--- config.mk ---
export PLATFORM = sky130hd
export DESIGN_NAME = mtsp_mem_queue_flat
export DESIGN_NICKNAME = d
export VERILOG_FILES = /design/src/rtl/mtsp_mem_queue_pkg.sv /design/src/rtl/mtsp_mem_queue_if.sv /design/src/rtl/mtsp_sync_fifo.sv /design/src/rtl/mtsp_mem_queue.sv /design/src/flat_wrapper.sv
export SDC_FILE = /design/constraint.sdc
export NUM_CORES = 2
export LEC_CHECK = 0
export CAP_MARGIN = 20
export CORE_MARGIN = 3
export CORE_UTILIZATION = 25
export DETAILED_ROUTE_END_ITERATION = 12
export PLACE_DENSITY = 0.46
export SYNTH_ARGS = -nofsm -noshare
export SYNTH_HDL_FRONTEND = slang
export SYNTH_HIERARCHICAL = 1
export SYNTH_SLANG_ARGS = --single-unit
--- constraint.sdc ---
create_clock -name CLK -period 10.7 [get_ports CLK]
set_clock_uncertainty 0.05 [all_clocks]
set_input_delay 1.07 -clock CLK [delete_from_list [all_inputs] [get_ports CLK]]
set_output_delay 1.07 -clock CLK [all_outputs]
set_load 0.05 [all_outputs]
--- src/rtl/mtsp_mem_queue_pkg.sv ---
// mtsp_mem_queue_pkg: shared widths, request entry, bus beat payload and
// issue FSM state encoding for the MTSP memory request queue.
package mtsp_mem_queue_pkg;

  localparam int unsigned ADDR_W = 32;
  localparam int unsigned DATA_W = 128;
  localparam int unsigned GPR_W  = 6;

  // Active-low target select value meaning "no request this cycle"
  localparam logic [1:0] NEN_IDLE = 2'b11;

  typedef enum logic [1:0] {
    ST_IDLE = 2'd0,
    ST_RD   = 2'd1,
    ST_WR0  = 2'd2,
    ST_WR1  = 2'd3
  } issue_state_e;

  // One queued execute-stage request
  typedef struct packed {
    logic              id;
    logic              write;
    logic [ADDR_W-1:0] addr;
    logic [GPR_W-1:0]  src;
    logic [DATA_W-1:0] data0;
    logic [DATA_W-1:0] data1;
  } mem_req_t;

  localparam int unsigned REQ_W = $bits(mem_req_t);

  // Registered downstream bus beat
  typedef struct packed {
    logic              valid;
    logic              id;
    logic              write;
    logic              last;
    logic [ADDR_W-1:0] addr;
    logic [DATA_W-1:0] wdata;
  } bus_beat_t;

  // Target id from the active-low select: bit 0 low selects target 0
  function automatic logic nen_to_id(input logic [1:0] nen);
    return nen[0];
  endfunction

endpackage

--- src/rtl/mtsp_mem_queue_if.sv ---
// mtsp_mem_queue_if: downstream memory bus between the queue (master) and
// the memory system (slave).
//   BUS_VALID/BUS_READY : beat handshake
//   BUS_ID, BUS_WRITE, BUS_LAST, BUS_ADDR, BUS_WDATA : beat payload
interface mtsp_mem_queue_if;
  import mtsp_mem_queue_pkg::*;

  logic              BUS_VALID;
  logic              BUS_READY;
  logic              BUS_ID;
  logic              BUS_WRITE;
  logic              BUS_LAST;
  logic [ADDR_W-1:0] BUS_ADDR;
  logic [DATA_W-1:0] BUS_WDATA;

  modport master (
    output BUS_VALID, BUS_ID, BUS_WRITE, BUS_LAST, BUS_ADDR, BUS_WDATA,
    input  BUS_READY
  );

  modport slave (
    input  BUS_VALID, BUS_ID, BUS_WRITE, BUS_LAST, BUS_ADDR, BUS_WDATA,
    output BUS_READY
  );

endinterface

--- src/rtl/mtsp_sync_fifo.sv ---
// mtsp_sync_fifo: generic single-clock FIFO with a fall-through head.
//   clk, rst  : clock, synchronous active-high reset
//   push_i    : write wdata_i (ignored when full unless pop_i the same cycle)
//   pop_i     : drop the head entry (ignored when empty)
//   rdata_o   : current head entry (valid while count_o != 0)
//   count_o   : registered occupancy
module mtsp_sync_fifo #(
  parameter int unsigned WIDTH = 8,
  parameter int unsigned DEPTH = 4,
  localparam int unsigned CNT_W = $clog2(DEPTH + 1)
) (
  input  logic             clk,
  input  logic             rst,
  input  logic             push_i,
  input  logic             pop_i,
  input  logic [WIDTH-1:0] wdata_i,
  output logic [WIDTH-1:0] rdata_o,
  output logic [CNT_W-1:0] count_o
);

  localparam int unsigned PTR_W = (DEPTH > 1) ? $clog2(DEPTH) : 1;

  logic [WIDTH-1:0] mem_q [DEPTH];
  logic [PTR_W-1:0] wr_ptr_q, wr_ptr_d;
  logic [PTR_W-1:0] rd_ptr_q, rd_ptr_d;
  logic [CNT_W-1:0] count_q, count_d;
  logic             full, empty, push_ok, pop_ok;

  function automatic logic [PTR_W-1:0] ptr_inc(input logic [PTR_W-1:0] p);
    return (p == PTR_W'(DEPTH - 1)) ? '0 : p + PTR_W'(1);
  endfunction

  assign full    = (count_q == CNT_W'(DEPTH));
  assign empty   = (count_q == '0);
  // A full FIFO still accepts when the head leaves in the same cycle
  assign push_ok = push_i && (!full || pop_i);
  assign pop_ok  = pop_i && !empty;

  // Pointer and occupancy next state
  always_comb begin
    wr_ptr_d = wr_ptr_q;
    rd_ptr_d = rd_ptr_q;
    if (push_ok) wr_ptr_d = ptr_inc(wr_ptr_q);
    if (pop_ok)  rd_ptr_d = ptr_inc(rd_ptr_q);
    count_d = count_q + CNT_W'(push_ok) - CNT_W'(pop_ok);
  end

  always_ff @(posedge clk) begin
    if (rst) begin
      wr_ptr_q <= '0;
      rd_ptr_q <= '0;
      count_q  <= '0;
    end else begin
      wr_ptr_q <= wr_ptr_d;
      rd_ptr_q <= rd_ptr_d;
      count_q  <= count_d;
    end
  end

  // Storage needs no reset: only occupied slots are ever read
  always_ff @(posedge clk) begin
    if (push_ok) mem_q[wr_ptr_q] <= wdata_i;
  end

  assign rdata_o = mem_q[rd_ptr_q];
  assign count_o = count_q;

endmodule

--- src/rtl/mtsp_mem_queue.sv ---
// mtsp_mem_queue: buffers execute-stage memory requests, issues them on the
// downstream bus (reads one beat, writes two beats) and returns read data to
// the register file in order.
//   CLK, RST                       : clock, synchronous active-high reset
//   MEM_nEN/WRITE/ADDR/SRC/DATA_*  : upstream request (MEM_nEN 2'b11 = idle)
//   MEM_STALL                      : back-pressure, from registered occupancy
//   bus (mtsp_mem_queue_if.master) : downstream beat bus
//   RD_VALID, RD_DATA              : in-order read return
//   WB_VALID, WB_GPR, WB_DATA      : register write-back
//   ERR                            : sticky drop / unexpected-return flag
//   STAT_REQ, STAT_STALL           : saturating counters, present only when
//                                    MTSP_MEM_QUEUE_STAT_EN is defined
module mtsp_mem_queue
  import mtsp_mem_queue_pkg::*;
#(
  parameter int unsigned DEPTH          = 4,
  parameter int unsigned RD_OUTSTANDING = 4
) (
  input  logic                CLK,
  input  logic                RST,
  input  logic [1:0]          MEM_nEN,
  input  logic                MEM_WRITE,
  input  logic [ADDR_W-1:0]   MEM_ADDR,
  input  logic [GPR_W-1:0]    MEM_SRC,
  input  logic [DATA_W-1:0]   MEM_DATA_0,
  input  logic [DATA_W-1:0]   MEM_DATA_1,
  output logic                MEM_STALL,
  mtsp_mem_queue_if.master    bus,
  input  logic                RD_VALID,
  input  logic [DATA_W-1:0]   RD_DATA,
  output logic                WB_VALID,
  output logic [GPR_W-1:0]    WB_GPR,
  output logic [DATA_W-1:0]   WB_DATA,
  output logic                ERR,
  output logic [31:0]         STAT_REQ,
  output logic [31:0]         STAT_STALL
);

  localparam int unsigned REQ_CNT_W = $clog2(DEPTH + 1);
  localparam int unsigned TAG_CNT_W = $clog2(RD_OUTSTANDING + 1);

  issue_state_e          state_q, state_d;
  bus_beat_t             beat_q, beat_d;
  mem_req_t              in_req, req_head, issue_req;
  logic [REQ_CNT_W-1:0]  req_count;
  logic [TAG_CNT_W-1:0]  tag_count;
  logic [GPR_W-1:0]      tag_head;
  logic                  req_valid, req_empty, req_full, req_push_ok, req_pop;
  logic                  issue_avail, tag_empty, tag_full, tag_push, tag_pop;
  logic                  err_q, err_d;
  logic                  wb_valid_q;
  logic [GPR_W-1:0]      wb_gpr_q;
  logic [DATA_W-1:0]     wb_data_q;

  // Upstream request capture
  assign req_valid    = (MEM_nEN != NEN_IDLE);
  assign in_req.id    = nen_to_id(MEM_nEN);
  assign in_req.write = MEM_WRITE;
  assign in_req.addr  = MEM_ADDR;
  assign in_req.src   = MEM_SRC;
  assign in_req.data0 = MEM_DATA_0;
  assign in_req.data1 = MEM_DATA_1;

  assign req_empty   = (req_count == '0);
  assign req_full    = (req_count == REQ_CNT_W'(DEPTH));
  assign req_push_ok = req_valid && (!req_full || req_pop);
  assign MEM_STALL   = (req_count >= REQ_CNT_W'(DEPTH - 1));

  // Pops only happen from the final beat of a transaction
  assign req_pop  = beat_q.valid && bus.BUS_READY &&
                    ((state_q == ST_RD) || (state_q == ST_WR1));
  assign tag_push = beat_q.valid && bus.BUS_READY && (state_q == ST_RD);

  assign tag_empty = (tag_count == '0);
  assign tag_full  = (tag_count == TAG_CNT_W'(RD_OUTSTANDING));
  assign tag_pop   = RD_VALID && !tag_empty;

  // Bypass: a push into an empty FIFO is issued at the same edge it is stored
  assign issue_avail = !req_empty || req_push_ok;
  assign issue_req   = req_empty ? in_req : req_head;

  mtsp_sync_fifo #(
    .WIDTH (REQ_W),
    .DEPTH (DEPTH)
  ) u_req_fifo (
    .clk     (CLK),
    .rst     (RST),
    .push_i  (req_push_ok),
    .pop_i   (req_pop),
    .wdata_i (in_req),
    .rdata_o (req_head),
    .count_o (req_count)
  );

  mtsp_sync_fifo #(
    .WIDTH (GPR_W),
    .DEPTH (RD_OUTSTANDING)
  ) u_tag_fifo (
    .clk     (CLK),
    .rst     (RST),
    .push_i  (tag_push),
    .pop_i   (tag_pop),
    .wdata_i (issue_req.src),
    .rdata_o (tag_head),
    .count_o (tag_count)
  );

  // Issue FSM: next state and next registered bus beat
  always_comb begin
    state_d = state_q;
    beat_d  = beat_q;
    err_d   = err_q || (req_valid && !req_push_ok) || (RD_VALID && tag_empty);
    unique case (state_q)
      ST_IDLE: begin
        beat_d = '0;
        // Reads wait for tag space; writes never do
        if (issue_avail && (issue_req.write || !tag_full)) begin
          state_d      = issue_req.write ? ST_WR0 : ST_RD;
          beat_d.valid = 1'b1;
          beat_d.id    = issue_req.id;
          beat_d.write = issue_req.write;
          beat_d.last  = !issue_req.write;
          beat_d.addr  = issue_req.addr;
          beat_d.wdata = issue_req.write ? issue_req.data0 : '0;
        end
      end
      ST_RD: begin
        if (bus.BUS_READY) begin
          state_d = ST_IDLE;
          beat_d  = '0;
        end
      end
      ST_WR0: begin
        // Head is still the write in flight; it pops after beat 1
        if (bus.BUS_READY) begin
          state_d      = ST_WR1;
          beat_d.last  = 1'b1;
          beat_d.wdata = issue_req.data1;
        end
      end
      ST_WR1: begin
        if (bus.BUS_READY) begin
          state_d = ST_IDLE;
          beat_d  = '0;
        end
      end
      default: begin
        state_d = ST_IDLE;
        beat_d  = '0;
      end
    endcase
  end

  // State, bus, error and write-back registers
  always_ff @(posedge CLK) begin
    if (RST) begin
      state_q    <= ST_IDLE;
      beat_q     <= '0;
      err_q      <= 1'b0;
      wb_valid_q <= 1'b0;
      wb_gpr_q   <= '0;
      wb_data_q  <= '0;
    end else begin
      state_q    <= state_d;
      beat_q     <= beat_d;
      err_q      <= err_d;
      wb_valid_q <= tag_pop;
      if (tag_pop) begin
        wb_gpr_q  <= tag_head;
        wb_data_q <= RD_DATA;
      end
    end
  end

  assign bus.BUS_VALID = beat_q.valid;
  assign bus.BUS_ID    = beat_q.id;
  assign bus.BUS_WRITE = beat_q.write;
  assign bus.BUS_LAST  = beat_q.last;
  assign bus.BUS_ADDR  = beat_q.addr;
  assign bus.BUS_WDATA = beat_q.wdata;

  assign WB_VALID = wb_valid_q;
  assign WB_GPR   = wb_gpr_q;
  assign WB_DATA  = wb_data_q;
  assign ERR      = err_q;

`ifdef MTSP_MEM_QUEUE_STAT_EN
  logic [31:0] stat_req_q, stat_stall_q;

  // Saturating request / stall-cycle counters
  always_ff @(posedge CLK) begin
    if (RST) begin
      stat_req_q   <= '0;
      stat_stall_q <= '0;
    end else begin
      if (req_push_ok && (stat_req_q != '1))  stat_req_q   <= stat_req_q + 32'd1;
      if (MEM_STALL && (stat_stall_q != '1))  stat_stall_q <= stat_stall_q + 32'd1;
    end
  end

  assign STAT_REQ   = stat_req_q;
  assign STAT_STALL = stat_stall_q;
`else
  assign STAT_REQ   = '0;
  assign STAT_STALL = '0;
`endif

endmodule

--- src/flat_wrapper.sv ---
// flat-port wrapper written by rule: the top's interface ports become plain ports
module mtsp_mem_queue_flat import mtsp_mem_queue_pkg::*;
#(
  parameter int unsigned DEPTH          = 4,
  parameter int unsigned RD_OUTSTANDING = 4
)
  (CLK, RST, MEM_nEN, MEM_WRITE, MEM_ADDR, MEM_SRC, MEM_DATA_0, MEM_DATA_1, MEM_STALL, RD_VALID, RD_DATA, WB_VALID, WB_GPR, WB_DATA, ERR, STAT_REQ, STAT_STALL, bus_BUS_VALID, bus_BUS_ID, bus_BUS_WRITE, bus_BUS_LAST, bus_BUS_ADDR, bus_BUS_WDATA, bus_BUS_READY);
  mtsp_mem_queue_if bus_i ();
  input  logic CLK;
  input  logic RST;
  input  logic [1:0] MEM_nEN;
  input  logic MEM_WRITE;
  input  logic [ADDR_W-1:0] MEM_ADDR;
  input  logic [GPR_W-1:0] MEM_SRC;
  input  logic [DATA_W-1:0] MEM_DATA_0;
  input  logic [DATA_W-1:0] MEM_DATA_1;
  output logic MEM_STALL;
  input  logic RD_VALID;
  input  logic [DATA_W-1:0] RD_DATA;
  output logic WB_VALID;
  output logic [GPR_W-1:0] WB_GPR;
  output logic [DATA_W-1:0] WB_DATA;
  output logic ERR;
  output logic [31:0] STAT_REQ;
  output logic [31:0] STAT_STALL;
  output wire logic [$bits(bus_i.BUS_VALID)-1:0] bus_BUS_VALID;
  output wire logic [$bits(bus_i.BUS_ID)-1:0] bus_BUS_ID;
  output wire logic [$bits(bus_i.BUS_WRITE)-1:0] bus_BUS_WRITE;
  output wire logic [$bits(bus_i.BUS_LAST)-1:0] bus_BUS_LAST;
  output wire logic [$bits(bus_i.BUS_ADDR)-1:0] bus_BUS_ADDR;
  output wire logic [$bits(bus_i.BUS_WDATA)-1:0] bus_BUS_WDATA;
  input wire logic [$bits(bus_i.BUS_READY)-1:0] bus_BUS_READY;
  assign bus_BUS_VALID = bus_i.BUS_VALID;
  assign bus_BUS_ID = bus_i.BUS_ID;
  assign bus_BUS_WRITE = bus_i.BUS_WRITE;
  assign bus_BUS_LAST = bus_i.BUS_LAST;
  assign bus_BUS_ADDR = bus_i.BUS_ADDR;
  assign bus_BUS_WDATA = bus_i.BUS_WDATA;
  assign bus_i.BUS_READY = bus_BUS_READY;
  mtsp_mem_queue #(.DEPTH(DEPTH), .RD_OUTSTANDING(RD_OUTSTANDING)) u_core (.CLK(CLK), .RST(RST), .MEM_nEN(MEM_nEN), .MEM_WRITE(MEM_WRITE), .MEM_ADDR(MEM_ADDR), .MEM_SRC(MEM_SRC), .MEM_DATA_0(MEM_DATA_0), .MEM_DATA_1(MEM_DATA_1), .MEM_STALL(MEM_STALL), .bus(bus_i), .RD_VALID(RD_VALID), .RD_DATA(RD_DATA), .WB_VALID(WB_VALID), .WB_GPR(WB_GPR), .WB_DATA(WB_DATA), .ERR(ERR), .STAT_REQ(STAT_REQ), .STAT_STALL(STAT_STALL));
endmodule
==> results.md <==
* Result of the run: completed
* Total via count after detailed routing at between 30000 and 40000
* Startpoint of the tightest hold check path: u_core/WB_DATA[56]$_SDFFE_PP0P_
* Worst hold path type: reg -> reg
* Number of global-route vias before repair at approximately 34000
* I/O pin count at ~790
* Crit path buffers/inverters at 3
* Final Hold Vio Count at 0
* Antenna violation net count after detailed routing at 0
* Synth Area in Compound Gates at 0.0399
* Die Wd at 497 um
* Slowest cell on crit path: dfxtp_4
* Post-CTS repair timing setup buffer count at 0
* Cell count after synthesis at roughly 3400
* Per-cell via count in the routed design at between 4 and 5
* P_leak at around 24 nW
* Avg Cell Area, Syn at 17.8 um2
* Hold buffers post-CTS at 0
* Share of synthesized flip-flops with an asynchronous set or reset at 0
* Max-Slew Margin vs Limit at 0.183
* Top routing layer in use: met5
* Largest net degree at the start of global routing at ~120
* Crit start category: flop
* Number of pins exceeding their max-slew limit in the final report at 0
* Cell-by-cell trace of the critical path: buf_4 -> buf_4 -> buf_4 -> mux4_2 -> mux2_2 -> a221oi_1 -> nor3_2
* MaxCap Viol Count at 0
* Number of non-filler instances in the completed layout at ~7500
* Overflow left after global routing at 0
* Synth-to-layout area growth at 27.1%
* Yosys synthesis warning count at 6
* Global-route wire length before repair at approximately 260 mm
* Root Buffer Master: clkbuf_16
* Number of antenna violations at the first check in global routing at 55
* RSZ-0062 raised after global routing: false
* Power density relative to cell area at between 200 and 300 nW/um2
* Post-detailed-placement cell area at roughly 71000 um2
* Largest family of logic cells by synthesized area: multiplexers
* Effective utilization at floorplan at 0.252
* Top_reg_cell synth: edfxtp_1
* Fmax at 224 MHz
* Routed wirelength normalized by instance count at about 25 um
* Number of sinks driven by the clock tree at approximately 1500
* Number of setup violations in the final report at 0
* Cell area after synthesis at approximately 60000 um2
* Number of placed instances with taps included at 7111
* CTS clock-pin slew for the worst setup and hold paths at 0.06 ns
* Crit path max fanout at 36
* H-tree level count at 4
* Multiplexer fraction of the synthesized cell area at 0.168
* Met2 WL at between 80 and 90 mm
* Peak ir drop on the vdd network at between 200 and 300 uV
* Share of the yosys chip area belonging to registers at 0.709
* Post-route setup TNS at 0 ns
* GRT Overall Usage at 0.146
* Element type at the critical path end: flop
* Longest Clk Path Bufs at 3
* Count of different cell masters after synthesis at 48
* Slew at the pin closest to its max-slew limit at between 1 and 1.5 ns
* Simple-gate portion of the synthesized area at 0.0497
* Post-Layout Inst Area at 76500 um2
* Global placement routability congestion at roughly 0.76
* Total wirelength of the detailed-routed design at ~190 mm
* Data arrival time at the worst-slack endpoint at just over 5 ns
* # DRC at 0
* Critical path start-end classification: reg -> reg
* Pre-Repair DR Iteration Count at 5
* DR WL met3 at approximately 14 mm
* Total of flip-flops plus latches after synthesis at ~1500
* Clk_lat worst skew at a little over 0.8 ns
* Cell seen most often among critical-path stages: buf_4
* Std-Cell Rows at between 150 and 200
* Period Utilization, post-route at 0.417
* Clock tree from TritonCTS: done
* Total Nets Final at 4566
* Input/output buffers at roughly 730
* Data required, critical path at 11.34 ns
* Post-DP HPWL at 116 mm
* CTS buffer count at roughly 180
* Full die area at ~250000 um2
* Vertical die dimension at 497 um
* Resize count post-CTS at 0
* Wl on met1 at roughly 86 mm
* Number of flops mapped to enable cells by yosys at about 1200
* Top delay family on crit path: buffers and inverters
* Delay of the slowest cell on the worst path at 0.89 ns
* Area of the core at ~240000 um2
* Layout cells sized above 1 at 0.239
* First-iteration detailed-routing DRC count at ~2400
* Synth Area in Adders at 0.00316
* Post-synthesis xor/xnor area fraction at 0.000728
* Time the worst path needs with I/O delays and setup at roughly 4.5 ns
## synth_stat cells, drive strengths merged, types with 36 or more instances
cell | n | share of area
a221oi | 130 | 0.023
clkbuf | 114 | 0.0072
o21ai | 36 | 0.0030
mux2 | 263 | 0.049
mux4 | 302 | 0.11
a21oi | 144 | 0.012
buf | 174 | 0.021
nor2 | 144 | 0.0090
nor3 | 132 | 0.018
nand2 | 308 | 0.019
mux2i | 36 | 0.0060
dfxtp | 320 | 0.11
edfxtp | 1208 | 0.60
## worst paths after layout
check,slack (ns),cells past startpoint,to
setup / recovery,6.24,7,u_core/bus.BUS_WDATA[92]$_SDFFE_PP0P_
hold reg to reg,0.40,2,u_core/WB_DATA[56]$_SDFFE_PP0P_
hold / removal,0.40,2,u_core/WB_DATA[56]$_SDFFE_PP0P_
setup reg to reg,6.24,7,u_core/bus.BUS_WDATA[92]$_SDFFE_PP0P_
## power breakdown
part	total [mW]	switching, mW	internal (mW)	leakage, nW
clock network	6.01	2.54	3.48	2.82
logic	6.96	4.39	2.57	7.70
registers	8.55	0.499	8.05	13.8
total	21.5	7.43	14.1	24.3
## kinds of logic after synthesis
| kind of cell | count (synthesis) |
|---|---|
| compound gates | 321 |
| xor+xnor | 5 |
| fa+ha+maj | 14 |
| buf+inv | 298 |
| flops | 1528 |
| mux | 601 |
| other cells | 1 |
| simple gates | 617 |
## sequential cells by signal, summed over array words and instances, names as in the netlist, 3 cells and up, named ones only
name                       cells
u_core/u_req_fifo/mem_q     1184
u_core/WB_DATA               128
u_core/bus.BUS_WDATA         128
u_core/bus.BUS_ADDR           32
u_core/u_tag_fifo/mem_q       24
u_core/WB_GPR                  6
u_core/u_req_fifo/count_o      3
u_core/u_tag_fifo/count_o      3
## routing by layer
metal  vias to the layer above  GRT usage
met1                     17500      0.208
met3                       270     0.0486
li1                      14700          -
met2                       923      0.212
met4                        48     0.0406
met5                         -          0
## tightest hold or removal path: cells and delay by family, from the launching register on
| family | cells | cell delay (ns) |
|---|---|---|
| AND/OR/NAND/NOR | 1 | 0.05 |
| AO/OA/AOI/OAI | 1 | 0.05 |
| flip-flops | 1 | 0.30 |
## placed cells by master (no fill, tap or decap), types with 6 or more instances in the layout
cell type	n
edfxtp_1	1208
clkdlybuf4s50_1	728
dfxtp_1	318
nand2_1	308
mux4_2	302
mux2_2	262
clkbuf_16	177
a21oi_1	144
nor2_1	143
a221oi_1	90
nor3_2	80
conb_1	64
nor3_1	51
clkbuf_1	49
buf_4	45
a221oi_2	39
mux2i_1	36
o21ai_0	35
diode_2	26
clkinv_2	23
clkinv_1	21
clkbuf_8	21
ha_1	12
bufinv_16	10
buf_12	10
inv_1	9
clkinvlp_4	8
clkinv_16	7
inv_6	6
## final cells by class
cell class	count	area [um2]
well taps	3167	3960
fillers	23300	162000
repair buffers	784	7840
clock buffers	247	4900
inverters	10	40.0
multi-input cells	1622	16000
diodes	26	65.1
clock inverters	84	947
flip-flops and latches	1528	42700
## through the flow
| step | setup slack [ns] | hold WS (ns) | util | total power [mW] |
|---|---|---|---|---|
| after global placement | 5.67 | 0.392 | 0.296 | 15.8 |
| after detailed placement | 5.60 | 0.397 | 0.296 | 15.8 |
| after floorplan | 1.54 | 0.421 | - | 13.6 |
| after global routing | 5.68 | 0.418 | 0.320 | 22.6 |
| final | 6.24 | 0.403 | 0.320 | 21.5 |
| after CTS | 5.94 | 0.405 | 0.320 | 21.9 |
No activity file was read; power rests on OpenSTA's default activity.
